<file path="config.mk">
export PLATFORM = sky130hd
export DESIGN_NAME = pipe_inst_issuer_flat
export DESIGN_NICKNAME = d
export VERILOG_FILES = /design/src/rtl/pipe_inst_issuer_if.sv /design/src/rtl/pipe_inst_issuer.sv /design/src/flat_wrapper.sv
export SDC_FILE = /design/constraint.sdc
export NUM_CORES = 1
export LEC_CHECK = 0
export ABC_AREA = 1
export ABC_CLOCK_PERIOD_IN_PS = 3000
export BUFFER_PORTS_ARGS = -buffer_cell sky130_fd_sc_hd__buf_2
export CORE_ASPECT_RATIO = 1.75
export CORE_MARGIN = 4
export CORE_UTILIZATION = 62
export CTS_BUF_LIST = sky130_fd_sc_hd__clkbuf_8
export CTS_CLUSTER_DIAMETER = 30
export DETAILED_ROUTE_END_ITERATION = 16
export PLACE_DENSITY = 0.83
export SYNTH_ARGS = -nofsm -noshare
export SYNTH_HDL_FRONTEND = slang
export SYNTH_SLANG_ARGS = --single-unit
</file>
<file path="constraint.sdc">
create_clock -name clk -period 3 [get_ports clk]
set_input_delay 0.15 -clock clk [delete_from_list [all_inputs] [get_ports clk]]
set_output_delay 0.15 -clock clk [all_outputs]
set_load 0.005 [all_outputs]
</file>
<file path="src/rtl/pipe_inst_issuer_if.sv">
// Instruction handshake between the issuer and the 4-register pipeline.
// The master modport offers inst/inst_valid; the slave returns inst_ready.
interface pipe_inst_issuer_if;
    logic [7:0] inst;
    logic       inst_valid;
    logic       inst_ready;

    modport master (output inst, output inst_valid, input inst_ready);
    modport slave  (input inst, input inst_valid, output inst_ready);
endinterface

</file>
<file path="src/rtl/pipe_inst_issuer.sv">
// Program buffer plus issue FSM that feeds the pipeline one instruction per cycle
// under a stable-valid handshake, with pause, deferred abort and issue counters.
module pipe_inst_issuer #(
    parameter int DEPTH = 8,
    parameter int AW    = 3
) (
    input  logic                  clk,
    input  logic                  rst,
    input  logic                  prog_we,
    input  logic [AW-1:0]         prog_addr,
    input  logic [7:0]            prog_data,
    input  logic [AW:0]           prog_len,
    input  logic                  start,
    input  logic                  abort,
    input  logic                  pause,
    pipe_inst_issuer_if.master    pipe,
    output logic                  busy,
    output logic                  done,
    output logic [AW:0]           issued_cnt,
    output logic [AW:0]           wr_inst_cnt
);

    typedef enum logic [1:0] {IDLE, RUN, DONE} state_t;

    localparam logic [AW:0] DEPTH_L = (AW+1)'(DEPTH);
    localparam logic [AW:0] ONE     = {{AW{1'b0}}, 1'b1};

    state_t      state;
    logic [7:0]  mem [DEPTH];
    logic [AW:0] pc;
    logic [AW:0] len;
    logic        abort_pend;

    logic        hs;
    logic        slot_free;
    logic [AW:0] pc_next;
    logic        finish;

    always_comb begin
        hs        = pipe.inst_valid && pipe.inst_ready;
        slot_free = !pipe.inst_valid || hs;
        pc_next   = hs ? pc + ONE : pc;
        // Leave RUN after the last handshake, or once an abort has no offer left to wait for.
        finish    = (hs && (pc_next == len))
                 || (abort && slot_free)
                 || (abort_pend && slot_free);
    end

    always_ff @(posedge clk) begin
        if (prog_we && (state != RUN))
            mem[prog_addr] <= prog_data;
    end

    always_ff @(posedge clk or negedge rst) begin
        if (!rst) begin
            state           <= IDLE;
            pipe.inst_valid <= 1'b0;
            pipe.inst       <= '0;
            busy            <= 1'b0;
            done            <= 1'b0;
            pc              <= '0;
            len             <= '0;
            issued_cnt      <= '0;
            wr_inst_cnt     <= '0;
            abort_pend      <= 1'b0;
        end else begin
            case (state)
                IDLE, DONE: begin
                    if (start && (prog_len != '0)) begin
                        state       <= RUN;
                        busy        <= 1'b1;
                        done        <= 1'b0;
                        len         <= (prog_len > DEPTH_L) ? DEPTH_L : prog_len;
                        pc          <= '0;
                        issued_cnt  <= '0;
                        wr_inst_cnt <= '0;
                        abort_pend  <= 1'b0;
                        if (!pause) begin
                            pipe.inst_valid <= 1'b1;
                            pipe.inst       <= mem[0];
                        end
                    end
                end
                RUN: begin
                    if (hs) begin
                        pc         <= pc_next;
                        issued_cnt <= issued_cnt + ONE;
                        if (pipe.inst[7:6] != 2'b00)
                            wr_inst_cnt <= wr_inst_cnt + ONE;
                    end
                    if (finish) begin
                        state           <= DONE;
                        busy            <= 1'b0;
                        done            <= 1'b1;
                        pipe.inst_valid <= 1'b0;
                        abort_pend      <= 1'b0;
                    end else begin
                        // Reaching here with abort high implies an offer is still pending.
                        if (abort)
                            abort_pend <= 1'b1;
                        if (slot_free) begin
                            if ((pc_next < len) && !pause) begin
                                pipe.inst_valid <= 1'b1;
                                pipe.inst       <= mem[pc_next[AW-1:0]];
                            end else begin
                                pipe.inst_valid <= 1'b0;
                            end
                        end
                    end
                end
                default: state <= IDLE;
            endcase
        end
    end

endmodule

</file>
<file path="src/flat_wrapper.sv">
// flat-port wrapper written by rule: the top's interface ports become plain ports
module pipe_inst_issuer_flat 
#(
    parameter int DEPTH = 8,
    parameter int AW    = 3
)
  (clk, rst, prog_we, prog_addr, prog_data, prog_len, start, abort, pause, busy, done, issued_cnt, wr_inst_cnt, pipe_inst, pipe_inst_valid, pipe_inst_ready);
  pipe_inst_issuer_if pipe_i ();
  input  logic clk;
  input  logic rst;
  input  logic prog_we;
  input  logic [AW-1:0] prog_addr;
  input  logic [7:0] prog_data;
  input  logic [AW:0] prog_len;
  input  logic start;
  input  logic abort;
  input  logic pause;
  output logic busy;
  output logic done;
  output logic [AW:0] issued_cnt;
  output logic [AW:0] wr_inst_cnt;
  output wire logic [$bits(pipe_i.inst)-1:0] pipe_inst;
  output wire logic [$bits(pipe_i.inst_valid)-1:0] pipe_inst_valid;
  input wire logic [$bits(pipe_i.inst_ready)-1:0] pipe_inst_ready;
  assign pipe_inst = pipe_i.inst;
  assign pipe_inst_valid = pipe_i.inst_valid;
  assign pipe_i.inst_ready = pipe_inst_ready;
  pipe_inst_issuer #(.DEPTH(DEPTH), .AW(AW)) u_core (.clk(clk), .rst(rst), .prog_we(prog_we), .prog_addr(prog_addr), .prog_data(prog_data), .prog_len(prog_len), .start(start), .abort(abort), .pause(pause), .pipe(pipe_i), .busy(busy), .done(done), .issued_cnt(issued_cnt), .wr_inst_cnt(wr_inst_cnt));
endmodule
</file>
# After elaboration in Yosys (flattened, before gate mapping)
# Memories as Yosys holds them, arrays and structs flattened.
# Index checks and enable logic that the tools add are counted.
[totals]
register_bits = 30
ramBits = 64
inputBits = 22
out_inout_bits = 19
memories = 1
[mem_list]
columns = ["name", "depth", "word_bits", "read_ports", "rd_ports_with_merged_regs", "write_ports", "line_no", "rtl"]
rows = [
  ["u_core.mem", 8, 8, 2, 0, 1, "pipe_inst_issuer.sv:29", "logic [7:0] mem [DEPTH];"],
]
[classes]
n_addsub = 3
magnitude_cmp = 2
n_eq_ne = 14
n_mux = 36
reduce_logical = 25
[op_table]
columns = ["operator", "count"]
rows = [
  ["8-bit two-way mux", 5],
  ["4-bit two-way mux", 7],
  ["4-bit one-hot mux with 2 select lines", 3],
  ["8-bit one-hot mux with 2 select lines", 1],
  ["2-bit by 1-bit != test with 1-bit output (second input constant)", 7],
  ["1-bit two-way mux", 13],
  ["4-bit by 1-bit adder with 4-bit output (second input constant)", 3],
  ["3-bit AND reduction", 3],
  ["1-bit one-hot mux with 2 select lines", 4],
  ["4-bit AND reduction", 2],
  ["1-bit logical AND", 7],
  ["6-bit AND reduction", 1],
  ["4-bit equality test", 1],
  ["4-bit greater-than comparator (second input constant)", 1],
  ["4-bit < comparator", 1],
  ["2-bit two-way mux", 2],
  ["2-bit != test (second input constant)", 2],
  ["2-bit one-hot mux with 2 select lines", 1],
  ["2-bit AND reduction", 2],
  ["2-bit nonzero test", 2],
  ["4-bit nonzero test", 1],
  ["1-bit logical OR", 3],
  ["3-bit by 1-bit != test with 1-bit output (second input constant)", 1],
  ["3-bit by 2-bit != test with 1-bit output (second input constant)", 1],
  ["other kinds (5)", 6],
]

# Longest topological paths before layout
# Gate-level depths: netlist of run 1.
[logic_depth]
ltp_word = 8
mapped_depth = 17
ltp_nobuf = 16

# Worst setup path before layout of run 1
# Ideal clock, no wire load.
[synth_timing]
path_kind = "reg2reg"
startpoint = "register u_core.pipe.inst_valid"
endpoint = "register u_core.pipe.inst[6]"
setup_ns = 0.071
t_arrival_ns = 2.061
setup_slack_ns = 0.868
stages_incl_launch_ff = 16
n_path_buf = 2
period_less_slack_ns = 2.132
path_cell_list = "dfrtp_1 > buf_6 > nand3_4 > buf_6 > nor3_2 > xor2_1 > ha_1 > nand2_1 > inv_1 > a21oi_1 > nand2_2 > nand2_4 > nand2_2 > inv_2 > nor2_1 > nor2_1"
[synth_via]
elab_chain_len = 8
elab_cells_between_ends = 21
classes_between = "order compare (1); eq/ne (4); mux (5); reduce/logical (10); memory (1)"
[synth_rtl]
columns = ["element", "line_no", "rtl"]
rows = [
  ["start, declared", "pipe_inst_issuer_if.sv:8", "modport master (output inst, output inst_valid, input inst_ready);"],
  ["start signal, assigned", "pipe_inst_issuer.sv:57", "pipe.inst_valid <= 1'b0;"],
  ["start signal, assigned", "pipe_inst_issuer.sv:79", "pipe.inst_valid <= 1'b1;"],
  ["start signal, assigned", "pipe_inst_issuer.sv:95", "pipe.inst_valid <= 1'b0;"],
  ["parallel branches: the longest is 8 deep, another holds memory 8 x 8 bit", "--", ""],
  ["end signal, assigned", "pipe_inst_issuer.sv:80", "pipe.inst <= mem[0];"],
  ["end signal, assigned", "pipe_inst_issuer.sv:104", "pipe.inst <= mem[pc_next[AW-1:0]];"],
  ["end, declared", "pipe_inst_issuer_if.sv:8", ""],
]
# Several ways; the timed one is not identified. The select of a mux whose other input is x is not followed.
# A chain may end at the register's enable or synchronous reset.

# Final worst setup path of run 1
# Ends and elaborated chain as after synthesis.

==> impl_metrics.prom, run 1 <==
# TYPE chip_impl_metric gauge
chip_impl_metric{name="yosysWarnings",unit=""} 0
chip_impl_metric{name="start_util",unit="%"} 63.5
chip_impl_metric{name="crit_arrival",unit="ns"} 2.75
chip_impl_metric{name="cts_sinks",unit=""} 94
chip_impl_metric{name="worst_rel_slew_slack",unit="%"} 44.0
chip_impl_metric{name="growth_of_design_area_from_synthesis_to_finish",unit="%"} 9.00
chip_impl_metric{name="maxSlewViolCount",unit=""} 0
chip_impl_metric{name="hold_violations",unit=""} 0
chip_impl_metric{name="ios",unit=""} 41
chip_impl_metric{name="syn_area",unit="um^2"} 4560
chip_impl_metric{name="route.layer.met1.wl",unit="mm"} 3.26
chip_impl_metric{name="clock_slew_seen_by_the_registers_of_the_worst_setup_and_hold_paths",unit="ns"} 0.08
chip_impl_metric{name="internal-power",unit="mW"} 2.43
chip_impl_metric{name="power.combinational.fraction",unit="%"} 37.5
chip_impl_metric{name="place.gp.congestion",unit=""} 0.849
chip_impl_metric{name="mappedNetlistNets",unit=""} 493
chip_impl_metric{name="cts_buffer_count",unit=""} 9
chip_impl_metric{name="vias",unit=""} 3259
chip_impl_metric{name="fin_total_pwr",unit="mW"} 4.00
chip_impl_metric{name="syn-instance-count",unit=""} 464
chip_impl_info{name="cts-root-buf",value="sky130_fd_sc_hd__clkbuf_8"} 1
chip_impl_metric{name="cap_viol_max_count",unit=""} 0
chip_impl_metric{name="sequential_share_of_the_synthesized_area",unit="%"} 58.6
chip_impl_metric{name="power.density_cell_area",unit="nW/um^2"} 804
chip_impl_metric{name="setup_viol_count_final",unit=""} 0
chip_impl_metric{name="drtPass1Iterations",unit=""} 5
chip_impl_metric{name="wl_per_cell",unit="um"} 15.5
chip_impl_info{name="cts_tree",value="built"} 1
chip_impl_metric{name="grtUsageTotal",unit="%"} 23.1
chip_impl_metric{name="power.net_switching",unit="mW"} 1.57
chip_impl_metric{name="detail_route.wirelength",unit="mm"} 9.26
chip_impl_metric{name="crit_path_max_fanout",unit=""} 8
chip_impl_metric{name="via_count_of_the_first_global_routing_pass",unit=""} 3255
chip_impl_metric{name="timing.fmax",unit="GHz"} 0.408
chip_impl_metric{name="post_dp_cell_area",unit="um^2"} 4760
chip_impl_metric{name="route.detailed.vias_per_inst",unit=""} 5.47
chip_impl_metric{name="placementRows",unit=""} 41
chip_impl_metric{name="final_period_minus_worst_setup_slack",unit="ns"} 2.45
chip_impl_metric{name="tns",unit="ns"} 0
chip_impl_metric{name="finalCritPeriodShare",unit="%"} 81.7
chip_impl_metric{name="ys_ff_latch",unit=""} 94
chip_impl_metric{name="fin_nets",unit=""} 534
chip_impl_metric{name="design.die.area",unit="um^2"} 8850
chip_impl_metric{name="grt_max_degree",unit=""} 34
chip_impl_metric{name="worst_ep_required_time",unit="ns"} 3.29
chip_impl_info{name="layout_commonest_cell",value="sky130_fd_sc_hd__nand2_1"} 1
chip_impl_metric{name="antenna-diode-count",unit=""} 0
chip_impl_info{name="routed.top_layer",value="met4"} 1
chip_impl_metric{name="power.share.clock",unit="%"} 19.8
chip_impl_metric{name="hold-worst-slack",unit="ns"} 0.0229
chip_impl_metric{name="standby_leakage_power",unit="nW"} 2.27
chip_impl_metric{name="tightest_slew",unit="ns"} 0.837
chip_impl_info{name="timing.setup.critical_path_class",value="register to register"} 1
chip_impl_metric{name="htreeDepth",unit=""} 3
chip_impl_metric{name="design_area",unit="um^2"} 4970
chip_impl_metric{name="share_seq_of_total_power",unit="%"} 42.7
chip_impl_metric{name="synthDistinctLibCells",unit=""} 34
chip_impl_info{name="final_cell_mix",value="127 x sky130_fd_sc_hd__nand2_1, 64 x sky130_fd_sc_hd__edfxtp_1, 58 x sky130_fd_sc_hd__nand3_1, 56 x sky130_fd_sc_hd__inv_1, 40 x sky130_fd_sc_hd__buf_2"} 1
chip_impl_metric{name="final.setup_skew",unit="ns"} 0.00648
chip_impl_metric{name="grt_antenna_before_repair",unit=""} 0
chip_impl_metric{name="power.ir.vdd_worst",unit="mV"} 0.459
chip_impl_info{name="grt_setup_unrepaired",value="false"} 1
chip_impl_metric{name="gr-total-overflow",unit=""} 0
chip_impl_info{name="outcome",value="finished clean"} 1
chip_impl_metric{name="place_hpwl",unit="mm"} 6.74
chip_impl_metric{name="insertion_delay",unit="ns"} 0.37
chip_impl_metric{name="die_width",unit="um"} 72.8
chip_impl_metric{name="place.port_buffers",unit=""} 40
chip_impl_info{name="critPathLaunchType",value="register"} 1
chip_impl_metric{name="first_pass_grt_wire_length",unit="mm"} 15.0
chip_impl_metric{name="cts_hold_buffers",unit=""} 3
chip_impl_metric{name="drc_violation_total_after_the_first_tritonroute_iteration",unit=""} 234
chip_impl_metric{name="fp.coreArea",unit="um^2"} 7180
chip_impl_metric{name="total_setup_buffers_inserted_after_cts",unit=""} 0
chip_impl_metric{name="die_height",unit="um"} 121
chip_impl_metric{name="post_cts_resized",unit=""} 0
chip_impl_info{name="worst_setup_path_end_kind",value="register"} 1
chip_impl_metric{name="met2RoutedLength",unit="mm"} 5.21
chip_impl_metric{name="netSwitchingFraction",unit="%"} 39.2
chip_impl_metric{name="ant_nets",unit=""} 0
chip_impl_metric{name="drc_errors",unit=""} 0
chip_impl_metric{name="synth_area_per_cell",unit="um^2"} 9.83
chip_impl_metric{name="drive_above_1_share",unit="%"} 15.7
chip_impl_info{name="worst_hold_path_type",value="primary input to register"} 1
chip_impl_metric{name="met3RoutedLength",unit="um"} 415
chip_impl_metric{name="clockBufferDepth",unit=""} 2
power groups by stage:
stage	clock, mW	combinational [mW]	sequential [mW]
5_1_grt	0.854	1.69	1.73
2_1_floorplan	0	1.18	1.70
6_report	0.793	1.50	1.71
3_5_place_dp	0	1.49	1.73
4_1_cts	0.815	1.50	1.71
3_3_place_gp	0	1.43	1.72
metal layers:
metal  vias to the layer above  GRT usage, %
met1                      1521          23.1
li1                       1610             -
met3                        27          4.48
met5                         -             0
met2                       101          41.5
met4                         0          15.8
kinds of logic after synthesis:
family	Yosys count	share of synthesized area, %
adders and majority gates	7	1.92
buffers and inverters	77	7.98
xor gates and xnor gates	4	0.768
AOI/OAI and AO/OA	22	3.40
and+or+nand+nor	260	27.3
DFF	94	58.6
layout make-up:
type	instances	area, um^2
repair buffers	45	245
flip-flops and latches	94	2670
clock inverters	7	57.6
fillers	557	2210
well taps	86	108
clock buffers	9	124
inverters	62	240
multi-input cells	293	1530
state kept, by name (all words and copies together), names as in the netlist:
signal,count
u_core.mem,64
u_core.pipe.inst,8
u_core.issued_cnt,4
u_core.len,4
u_core.pc,4
u_core.wr_inst_cnt,4
u_core.state,2
u_core.abort_pend,1
u_core.busy,1
u_core.done,1
u_core.pipe.inst_valid,1
path summary, 6_finish.rpt:
kind                                        startpoint             endpoint  slack [ns]  cells past startpoint
worst min register to register             u_core.done          u_core.done        0.47                      2
worst min-delay path                       prog_len[1]        u_core.len[1]        0.02                      2
max in group asynchronous                          rst  u_core.pipe.inst[6]        2.25                      2
worst max register to register  u_core.pipe.inst_valid  u_core.pipe.inst[6]        0.55                     13
worst max-delay path            u_core.pipe.inst_valid  u_core.pipe.inst[6]        0.55                     13
min in group asynchronous                          rst        u_core.len[0]        0.34                      2
cells in the mapped netlist, drive strengths merged:
master  number  share of area, %
a21oi        7               1.1
a22o         3              0.58
a31oi        1              0.14
buf         15               2.7
clkinv       1              0.19
dfrtp       30                16
edfxtp      64                42
ha           7               1.9
inv         61               5.1
nand2      135                12
nand3       60               7.1
nand3b      22               3.6
nand4        1              0.14
nor2        41               3.9
nor3         1              0.22
o21ai        7              0.77
o22ai        2              0.27
o31ai        2              0.55
xnor2        1              0.19
xor2         3              0.58
worst max-delay path, stage by stage, from the launching register on:
cell                      delay [ns]
sky130_fd_sc_hd__dfrtp_1        0.67
sky130_fd_sc_hd__nand3_4        0.13
sky130_fd_sc_hd__nor3_2         0.14
sky130_fd_sc_hd__xor2_1         0.24
sky130_fd_sc_hd__ha_1           0.29
sky130_fd_sc_hd__nand2_1        0.07
sky130_fd_sc_hd__inv_1          0.05
sky130_fd_sc_hd__a21oi_1        0.20
sky130_fd_sc_hd__nand2_2        0.11
sky130_fd_sc_hd__nand2_4        0.11
sky130_fd_sc_hd__nand2_2        0.07
sky130_fd_sc_hd__inv_2          0.13
sky130_fd_sc_hd__nor2_1         0.05
sky130_fd_sc_hd__nor2_1         0.11
through the flow:
step                      util, %  instances  setup slack, ns
after floorplan                 -        464            0.868
after global placement       66.3        577            0.766
after detailed placement     66.3        577            0.615
after CTS                    69.2        596            0.566
after global routing         69.2        596            0.349
final                        69.2        596            0.548
(Power assumes the default switching activity.)
==> run 2: changes to the inputs <==
- ABC_AREA: 1 -> 0
- ABC_CLOCK_PERIOD_IN_PS: 3000 -> 2300
- PLACE_DENSITY: 0.83 -> 0.82
- clock period: 3 -> 2.3 ns (I/O delays scaled with it)
==> run 2 against run 1 <==
Against the previous run:
- utilization rose by 4.4 points
- via count rose by 20%
- synthesized cell count fell by 6.0%
- critical path type unchanged
- area after synthesis rose by 5.1%
- global-route usage rose by 4.6 points
- largest power group is now combinational logic
- first-iteration DRC count rose by 34%
- fmax rose by 7.1%
- largest cell class unchanged
==> impl_metrics.prom, run 2 <==
# TYPE chip_impl_metric gauge
chip_impl_metric{name="timing.fmax",unit="GHz"} 0.437
chip_impl_metric{name="crit_path_max_fanout",unit=""} 8
chip_impl_metric{name="grt_antenna_before_repair",unit=""} 0
chip_impl_info{name="cts_tree",value="built"} 1
chip_impl_metric{name="clockBufferDepth",unit=""} 2
chip_impl_metric{name="place_hpwl",unit="mm"} 8.65
chip_impl_metric{name="worst_rel_slew_slack",unit="%"} 42.3
chip_impl_metric{name="fp.coreArea",unit="um^2"} 7570
chip_impl_metric{name="ios",unit=""} 41
chip_impl_info{name="synth_top_cell_by_area",value="sky130_fd_sc_hd__edfxtp_1"} 1
chip_impl_metric{name="ant_nets",unit=""} 0
chip_impl_metric{name="die_height",unit="um"} 124
chip_impl_metric{name="insertion_delay",unit="ns"} 0.37
chip_impl_metric{name="grt_max_degree",unit=""} 66
chip_impl_metric{name="crit_arrival",unit="ns"} 2.58
chip_impl_metric{name="synth-compound-area-share",unit="%"} 21.1
chip_impl_info{name="regToRegStartpoint",value="u_core.pc[0]"} 1
chip_impl_metric{name="asyncSetResetFlopFracSynth",unit="%"} 31.9
chip_impl_metric{name="post_synth_mux_area_share",unit="%"} 0
chip_impl_info{name="worst_setup_path_end_kind",value="register"} 1
chip_impl_metric{name="cts_buffer_count",unit=""} 9
chip_impl_metric{name="start_util",unit="%"} 63.3
chip_impl_metric{name="via_count_of_the_first_global_routing_pass",unit=""} 3847
chip_impl_info{name="layout_commonest_cell",value="sky130_fd_sc_hd__edfxtp_1"} 1
chip_impl_metric{name="htreeDepth",unit=""} 3
chip_impl_metric{name="route.detailed.vias_per_inst",unit=""} 6.61
chip_impl_metric{name="placementRows",unit=""} 42
chip_impl_metric{name="synth-simple-area-share",unit="%"} 15.0
chip_impl_metric{name="post_synth_xor_area_fraction",unit="%"} 1.10
chip_impl_metric{name="yosys.area_share.adder",unit="%"} 1.83
chip_impl_info{name="critical_path.reg2reg.endpoint",value="u_core.pipe.inst[1]"} 1
chip_impl_info{name="post-synth-top-count-cell",value="sky130_fd_sc_hd__edfxtp_1"} 1
chip_impl_metric{name="standby_leakage_power",unit="nW"} 2.23
chip_impl_metric{name="synth_top_area_share",unit="%"} 40.1
chip_impl_metric{name="ff2ff_setup_slack",unit="ns"} 0.01
chip_impl_info{name="outcome",value="finished clean"} 1
chip_impl_metric{name="final_period_minus_worst_setup_slack",unit="ns"} 2.29
chip_impl_metric{name="vias",unit=""} 3895
chip_impl_info{name="reg_top3",value="u_core.mem: 64 flops, u_core.pipe.inst: 8 flops"} 1
chip_impl_metric{name="worst_ep_required_time",unit="ns"} 2.59
chip_impl_metric{name="yosysWarnings",unit=""} 0
chip_impl_info{name="largest_register",value="u_core.mem"} 1
chip_impl_metric{name="reg2reg_depth",unit=""} 11
chip_impl_metric{name="cap_viol_max_count",unit=""} 0
chip_impl_metric{name="syn-instance-count",unit=""} 436
chip_impl_metric{name="largest_reg_flops",unit=""} 64
chip_impl_metric{name="hold-worst-slack",unit="ns"} 0.0154
chip_impl_metric{name="fin_nets",unit=""} 525
chip_impl_info{name="timing.hold.worst.start",value="prog_len[1]"} 1
chip_impl_info{name="grt_setup_unrepaired",value="true"} 1
chip_impl_metric{name="growth_of_design_area_from_synthesis_to_finish",unit="%"} 16.3
chip_impl_metric{name="die_width",unit="um"} 74.5
chip_impl_metric{name="grtUsageTotal",unit="%"} 27.7
chip_impl_info{name="dominant_combinational_cell_family_by_area_after_synthesis",value="compound AO/OA/AOI/OAI gates"} 1
chip_impl_metric{name="place.gp.congestion",unit=""} 0.899
chip_impl_metric{name="first_pass_grt_wire_length",unit="mm"} 19.1
chip_impl_metric{name="syn_area",unit="um^2"} 4790
chip_impl_info{name="min_to",value="u_core.len[1]"} 1
chip_impl_metric{name="hold_path_depth",unit=""} 3
chip_impl_metric{name="maxSlewViolCount",unit=""} 0
chip_impl_metric{name="drc_violation_total_after_the_first_tritonroute_iteration",unit=""} 313
chip_impl_metric{name="cts_sinks",unit=""} 94
chip_impl_metric{name="ys_ff_latch",unit=""} 94
chip_impl_info{name="final_cell_mix",value="64 x sky130_fd_sc_hd__edfxtp_1, 40 x sky130_fd_sc_hd__nor2_1, 40 x sky130_fd_sc_hd__buf_2, 35 x sky130_fd_sc_hd__buf_4, 28 x sky130_fd_sc_hd__dfrtp_1"} 1
chip_impl_metric{name="finalCritPeriodShare",unit="%"} 99.5
chip_impl_info{name="critPathLaunchType",value="register"} 1
chip_impl_metric{name="tns",unit="ns"} 0
chip_impl_metric{name="gr-total-overflow",unit=""} 0
chip_impl_metric{name="clock_slew_seen_by_the_registers_of_the_worst_setup_and_hold_paths",unit="ns"} 0.09
chip_impl_info{name="timing.setup.critical_path_class",value="register to register"} 1
chip_impl_metric{name="design.die.area",unit="um^2"} 9260
chip_impl_metric{name="fin_total_pwr",unit="mW"} 6.34
chip_impl_metric{name="detail_route.wirelength",unit="mm"} 12.6
chip_impl_metric{name="utilization",unit="%"} 73.7
chip_impl_metric{name="place.port_buffers",unit=""} 40
chip_impl_info{name="cell_types_occupying_the_most_area_after_synthesis",value="sky130_fd_sc_hd__edfxtp_1 40%, sky130_fd_sc_hd__dfrtp_1 16%, sky130_fd_sc_hd__o2111a_1 3.5%"} 1
chip_impl_metric{name="tightest_slew",unit="ns"} 0.862
chip_impl_metric{name="drc_errors",unit=""} 0
chip_impl_metric{name="drive_above_1_share",unit="%"} 22.8
chip_impl_metric{name="antenna-diode-count",unit=""} 0
chip_impl_metric{name="sequential_share_of_the_synthesized_area",unit="%"} 55.8
chip_impl_metric{name="synthDistinctLibCells",unit=""} 49
chip_impl_metric{name="setup_viol_count_final",unit=""} 0
chip_impl_metric{name="synth_edf_count",unit=""} 64
chip_impl_info{name="cts-root-buf",value="sky130_fd_sc_hd__clkbuf_8"} 1
chip_impl_metric{name="wl_per_cell",unit="um"} 21.3
chip_impl_metric{name="power.ir.vdd_worst",unit="mV"} 0.853
chip_impl_info{name="worst_hold_path_type",value="primary input to register"} 1
chip_impl_metric{name="mappedNetlistNets",unit=""} 465
chip_impl_info{name="synthTopCellsByCount",value="64 x sky130_fd_sc_hd__edfxtp_1, 40 x sky130_fd_sc_hd__nor2_1, 30 x sky130_fd_sc_hd__dfrtp_1"} 1
chip_impl_info{name="synth-main-ff-cell",value="sky130_fd_sc_hd__edfxtp_1"} 1
chip_impl_metric{name="final.setup_skew",unit="ns"} 0.0151
chip_impl_metric{name="synth_area_per_cell",unit="um^2"} 11.0
chip_impl_metric{name="drtPass1Iterations",unit=""} 5
chip_impl_metric{name="hold_violations",unit=""} 0
chip_impl_metric{name="power.density_cell_area",unit="nW/um^2"} 1140
==> run 2: cell count changes after synthesis, moves of 14 or more <==
cell / before / now
sky130_fd_sc_hd__nand2b_1: 0 / 22
sky130_fd_sc_hd__clkbuf_1: 0 / 14
sky130_fd_sc_hd__nand3_1: 58 / 10
sky130_fd_sc_hd__nand3b_1: 22 / 8
sky130_fd_sc_hd__o21bai_1: 0 / 15
sky130_fd_sc_hd__nor3_1: 0 / 18
sky130_fd_sc_hd__a31oi_1: 1 / 22
sky130_fd_sc_hd__inv_1: 54 / 22
sky130_fd_sc_hd__nand2_1: 127 / 28
sky130_fd_sc_hd__o2111a_1: 0 / 15
==> run 2: cell type report <==
type	count	area, um^2
Clock buffer	10	138
Clock inverter	6	77.6
Fill cell	511	1990
Inverter	23	91.3
Multi-Input combinational cell	286	1950
Sequential cell	94	2680
Tap cell	88	110
Timing Repair Buffer	82	536
==> run 2: metal layers <==
layer | vias to the layer above | global-route usage [%] | part of all wire [%]
met2 | 214 | 46.0 | 52
met4 | 0 | 16.7 | 5.5
li1 | 1769 | - | -
met3 | 49 | 6.14 | 8.1
met1 | 1863 | 31.2 | 35
met5 | - | 0 | 0
==> run 2: cell families (layout without fill, tap and decap cells) <==
| family | after synthesis | after routing |
|---|---|---|
| AOI/OAI and AO/OA | 132 | 132 |
| xor gates and xnor gates | 6 | 6 |
| and+or+nand+nor | 141 | 141 |
| adders and majority gates | 7 | 7 |
| DFF | 94 | 94 |
| buffers and inverters | 56 | 121 |
==> run 2: worst max path at each step <==
stage / start / endpoint / slack, ns / depth (start not counted)
2_1_floorplan: u_core.pc[0] / u_core.pipe.inst[7] / -0.21 / 12
3_3_place_gp: u_core.pc[0] / u_core.pipe.inst[7] / 0.05 / 11
3_5_place_dp: u_core.pipe.inst_valid / u_core.pipe.inst[7] / -0.05 / 9
4_1_cts: u_core.pc[0] / u_core.pipe.inst[2] / 0.01 / 11
5_1_grt: u_core.pipe.inst_valid / u_core.pipe.inst[2] / -0.07 / 10
6_report: u_core.pc[0] / u_core.pipe.inst[1] / 0.01 / 11
==> run 2: critical path: stages, from the launching register on <==
cell	delay, ns
sky130_fd_sc_hd__dfrtp_2	0.41
sky130_fd_sc_hd__ha_2	0.19
sky130_fd_sc_hd__nand3_2	0.10
sky130_fd_sc_hd__xor2_2	0.20
sky130_fd_sc_hd__inv_1	0.08
sky130_fd_sc_hd__ha_1	0.30
sky130_fd_sc_hd__nand2_2	0.10
sky130_fd_sc_hd__nor3_2	0.06
sky130_fd_sc_hd__nor4b_4	0.32
sky130_fd_sc_hd__buf_6	0.18
sky130_fd_sc_hd__a211oi_1	0.08
sky130_fd_sc_hd__a31oi_1	0.19
==> run 2: power breakdown <==
part / total (mW) / internal [mW] / switching (mW)
logic: 2.94 / 1.13 / 1.81
registers: 2.22 / 2.04 / 0.176
clock network: 1.18 / 0.631 / 0.549
total: 6.34 / 3.80 / 2.53
==> run 2: through the flow <==
| step | setup slack (ns) | cell area [um^2] | std cells |
|---|---|---|---|
| after global routing | -0.0689 | 5580 | 589 |
| after global placement | 0.0529 | 5200 | 564 |
| after floorplan | -0.209 | 4850 | 436 |
| after detailed placement | -0.0485 | 5200 | 564 |
| final | 0.0108 | 5580 | 589 |
| after CTS | 0.0107 | 5480 | 585 |
==> run 2: what timing repair did <==
action,in CTS,in global routing
setup endpoints to repair,8,13
endpoints found under the hold margin,41,0
buffers inserted,0,4
gates cloned,0,0
resized for setup,4,14
hold buffers,5,0
pin swaps,1,11
==> run 3: changes to the inputs <==
- CTS_CLUSTER_SIZE: unset -> 20
- GPL_TIMING_DRIVEN: unset -> 0
==> run 3 against run 2 <==
Against the previous run:
- the flow now finishes with violations (setup timing)
- sequential cell count is the same
- non-clock buffer count grew 16
- first-iteration DRC count grew 35%
- sequential share of layout area shrank 2.5 points
==> impl_metrics.prom, run 3 (synthesis gave the netlist of run 2 again) <==
# TYPE chip_impl_metric gauge
chip_impl_metric{name="fp.coreArea",unit="um^2"} 7570
chip_impl_info{name="critPathLaunchType",value="register"} 1
chip_impl_metric{name="ios",unit=""} 41
chip_impl_metric{name="largest_reg_flops",unit=""} 64
chip_impl_metric{name="crit_path_max_fanout",unit=""} 10
chip_impl_metric{name="internal-power",unit="mW"} 4.05
chip_impl_metric{name="timing.fmax",unit="GHz"} 0.393
chip_impl_metric{name="area_of_the_multi_input_gates",unit="um^2"} 2070
chip_impl_metric{name="share_seq_of_total_power",unit="%"} 31.9
chip_impl_metric{name="first_pass_grt_wire_length",unit="mm"} 21.3
chip_impl_metric{name="clock_slew_seen_by_the_registers_of_the_worst_setup_and_hold_paths",unit="ns"} 0.10
chip_impl_metric{name="place_hpwl",unit="mm"} 9.56
chip_impl_metric{name="drtPass1Iterations",unit=""} 5
chip_impl_metric{name="insertion_delay",unit="ns"} 0.38
chip_impl_metric{name="cts_buffer_count",unit=""} 9
chip_impl_metric{name="ant_nets",unit=""} 0
chip_impl_metric{name="drc_violation_total_after_the_first_tritonroute_iteration",unit=""} 422
chip_impl_metric{name="via_count_of_the_first_global_routing_pass",unit=""} 3921
chip_impl_metric{name="dpl_worst_slack",unit="ns"} -0.731
chip_impl_metric{name="place.port_buffers",unit=""} 40
chip_impl_metric{name="detail_route.wirelength",unit="mm"} 14.3
chip_impl_metric{name="hold_violations",unit=""} 0
chip_impl_info{name="worst_hold_path_type",value="primary input to register"} 1
chip_impl_metric{name="antenna-diode-count",unit=""} 0
chip_impl_info{name="cts_tree",value="built"} 1
chip_impl_info{name="grt_setup_unrepaired",value="true"} 1
chip_impl_metric{name="utilization",unit="%"} 77.6
chip_impl_metric{name="cts_sinks",unit=""} 94
chip_impl_metric{name="power.ir.vdd_worst",unit="mV"} 0.700
chip_impl_info{name="worst_setup_path_end_kind",value="register"} 1
chip_impl_metric{name="design.die.area",unit="um^2"} 9260
chip_impl_metric{name="drive_above_1_share",unit="%"} 26.5
chip_impl_metric{name="finalCritPeriodShare",unit="%"} 111
chip_impl_metric{name="setup_viol_count_final",unit=""} 14
chip_impl_info{name="cpMostUsedCell",value="sky130_fd_sc_hd__buf_6"} 1
chip_impl_metric{name="filler_cell_count",unit=""} 510
chip_impl_info{name="cp_cell_sequence",value="buf_6 > buf_12 > buf_8 > nand4_1 > xnor2_1 > ha_1 > a211oi_2 > o21a_1 > buf_6 > a21o_4 > a41oi_2"} 1
chip_impl_metric{name="ff_latch_area",unit="um^2"} 2670
chip_impl_metric{name="standby_leakage_power",unit="nW"} 2.31
chip_impl_metric{name="die_height",unit="um"} 124
chip_impl_metric{name="hold-worst-slack",unit="ns"} 0.0135
chip_impl_metric{name="clockBufferDepth",unit=""} 2
chip_impl_metric{name="final_period_minus_worst_setup_slack",unit="ns"} 2.55
chip_impl_metric{name="tightest_slew",unit="ns"} 0.955
chip_impl_info{name="cp_top_family",value="compound AO/OA/AOI/OAI gates"} 1
chip_impl_info{name="final_cell_mix",value="64 x sky130_fd_sc_hd__edfxtp_1, 45 x sky130_fd_sc_hd__buf_2, 34 x sky130_fd_sc_hd__nor2_1, 29 x sky130_fd_sc_hd__dfrtp_1, 24 x sky130_fd_sc_hd__nand2_1"} 1
chip_impl_metric{name="worst-path-buf-inv",unit=""} 4
chip_impl_metric{name="power.density_cell_area",unit="nW/um^2"} 1180
chip_impl_metric{name="cap_viol_max_count",unit=""} 0
chip_impl_metric{name="power.share.clock",unit="%"} 16.1
chip_impl_metric{name="place.gp.congestion",unit=""} 0.932
chip_impl_info{name="violations",value="setup timing"} 1
chip_impl_metric{name="growth_of_design_area_from_synthesis_to_finish",unit="%"} 22.6
chip_impl_metric{name="die_width",unit="um"} 74.5
chip_impl_metric{name="route.detailed.vias_per_inst",unit=""} 6.78
chip_impl_metric{name="worst_ep_required_time",unit="ns"} 2.54
chip_impl_metric{name="power.net_switching",unit="mW"} 2.89
chip_impl_metric{name="tns",unit="ns"} -2.24
chip_impl_metric{name="design_area",unit="um^2"} 5880
chip_impl_metric{name="final.setup_skew",unit="ns"} 0.0186
chip_impl_metric{name="placementRows",unit=""} 42
chip_impl_metric{name="drc_errors",unit=""} 0
chip_impl_metric{name="power.combinational.fraction",unit="%"} 52.0
chip_impl_metric{name="grtUsageTotal",unit="%"} 31.4
chip_impl_metric{name="grt_antenna_before_repair",unit=""} 0
chip_impl_metric{name="worst_rel_slew_slack",unit="%"} 36.1
chip_impl_metric{name="fin_nets",unit=""} 541
chip_impl_info{name="cts-root-buf",value="sky130_fd_sc_hd__clkbuf_8"} 1
chip_impl_metric{name="post_dp_cell_area",unit="um^2"} 5160
chip_impl_metric{name="critical-path-max-stage-delay",unit="ns"} 0.42
chip_impl_info{name="layout_commonest_cell",value="sky130_fd_sc_hd__edfxtp_1"} 1
chip_impl_info{name="crit_path_top_delay_cell",value="sky130_fd_sc_hd__dfrtp_2"} 1
chip_impl_metric{name="crit_arrival",unit="ns"} 2.79
chip_impl_info{name="outcome",value="finished with violations"} 1
chip_impl_info{name="timing.setup.critical_path_class",value="register to register"} 1
chip_impl_metric{name="gr-total-overflow",unit=""} 0
chip_impl_metric{name="grt_max_degree",unit=""} 31
chip_impl_metric{name="vias",unit=""} 4100
chip_impl_metric{name="start_util",unit="%"} 63.3
chip_impl_metric{name="post-route-worst-setup-slack",unit="ns"} -0.247
chip_impl_info{name="largest_register",value="u_core.mem"} 1
chip_impl_metric{name="htreeDepth",unit=""} 3
chip_impl_metric{name="maxSlewViolCount",unit=""} 0
chip_impl_info{name="reg_top3",value="u_core.mem: 64 flops, u_core.pipe.inst: 8 flops"} 1
chip_impl_metric{name="wl_per_cell",unit="um"} 23.6
chip_impl_metric{name="netSwitchingFraction",unit="%"} 41.6
==> run 3: cell count changes in the layout (fill, tap and decap cells not counted), moves of 3 or more <==
cell,delta
sky130_fd_sc_hd__buf_4,-13
sky130_fd_sc_hd__clkbuf_1,+9
sky130_fd_sc_hd__buf_12,+6
sky130_fd_sc_hd__buf_6,+6
sky130_fd_sc_hd__nor2_1,-6
sky130_fd_sc_hd__nor2_4,+6
sky130_fd_sc_hd__buf_2,+5
sky130_fd_sc_hd__nor3_4,+3
==> run 3: final cells by class <==
cell class              count  area share [%]
flip-flops and latches     94            45.5
inverters                  23            1.68
well taps                  88            1.87
repair buffers             69            8.28
clock inverters             6            1.04
clock buffers              10            2.34
multi-input cells         286            35.3
plain buffers              29            3.96
==> run 3: stage by stage <==
stage | cells | power (mW)
floorplan | 436 | 4.18
detailed placement | 564 | 5.08
global route | 605 | 7.28
global placement | 564 | 4.98
CTS | 593 | 6.56
finish | 605 | 6.94
==> run 3: what timing repair did <==
action	in CTS	in global routing
pin swaps	7	14
hold buffers	3	0
gates cloned	0	0
gates resized for setup	49	17
setup endpoints to repair	78	62
setup buffers	13	13
endpoints found under the hold margin	32	0
==> run 3: routing by layer <==
metal | track usage, % | part of all wire (%) | up-vias
met5 | 0 | 0 | -
met4 | 20.5 | 7.3 | 0
met3 | 8.16 | 7.9 | 74
met2 | 51.5 | 52 | 244
met1 | 34.4 | 33 | 1983
li1 | - | - | 1799
==> run 3: power by group through the flow <==
stage / logic, mW / registers, mW / clock network [mW]
6_report: 3.61 / 2.21 / 1.12
5_1_grt: 3.84 / 2.24 / 1.20
4_1_cts: 3.24 / 2.21 / 1.11
3_5_place_dp: 2.84 / 2.23 / 0
3_3_place_gp: 2.76 / 2.22 / 0
2_1_floorplan: 1.97 / 2.21 / 0
==> run 3: worst paths after layout <==
path | slack, ns | to | depth (start not counted) | from
hold reg to reg | 0.50 | u_core.done | 2 | u_core.done
setup / recovery | -0.25 | u_core.pipe.inst[7] | 11 | u_core.pc[0]
setup reg to reg | -0.25 | u_core.pipe.inst[7] | 11 | u_core.pc[0]
min in group asynchronous | 0.30 | u_core.done | 2 | rst
max in group asynchronous | 1.53 | u_core.pc[0] | 2 | rst
hold / removal | 0.01 | u_core.abort_pend | 2 | abort
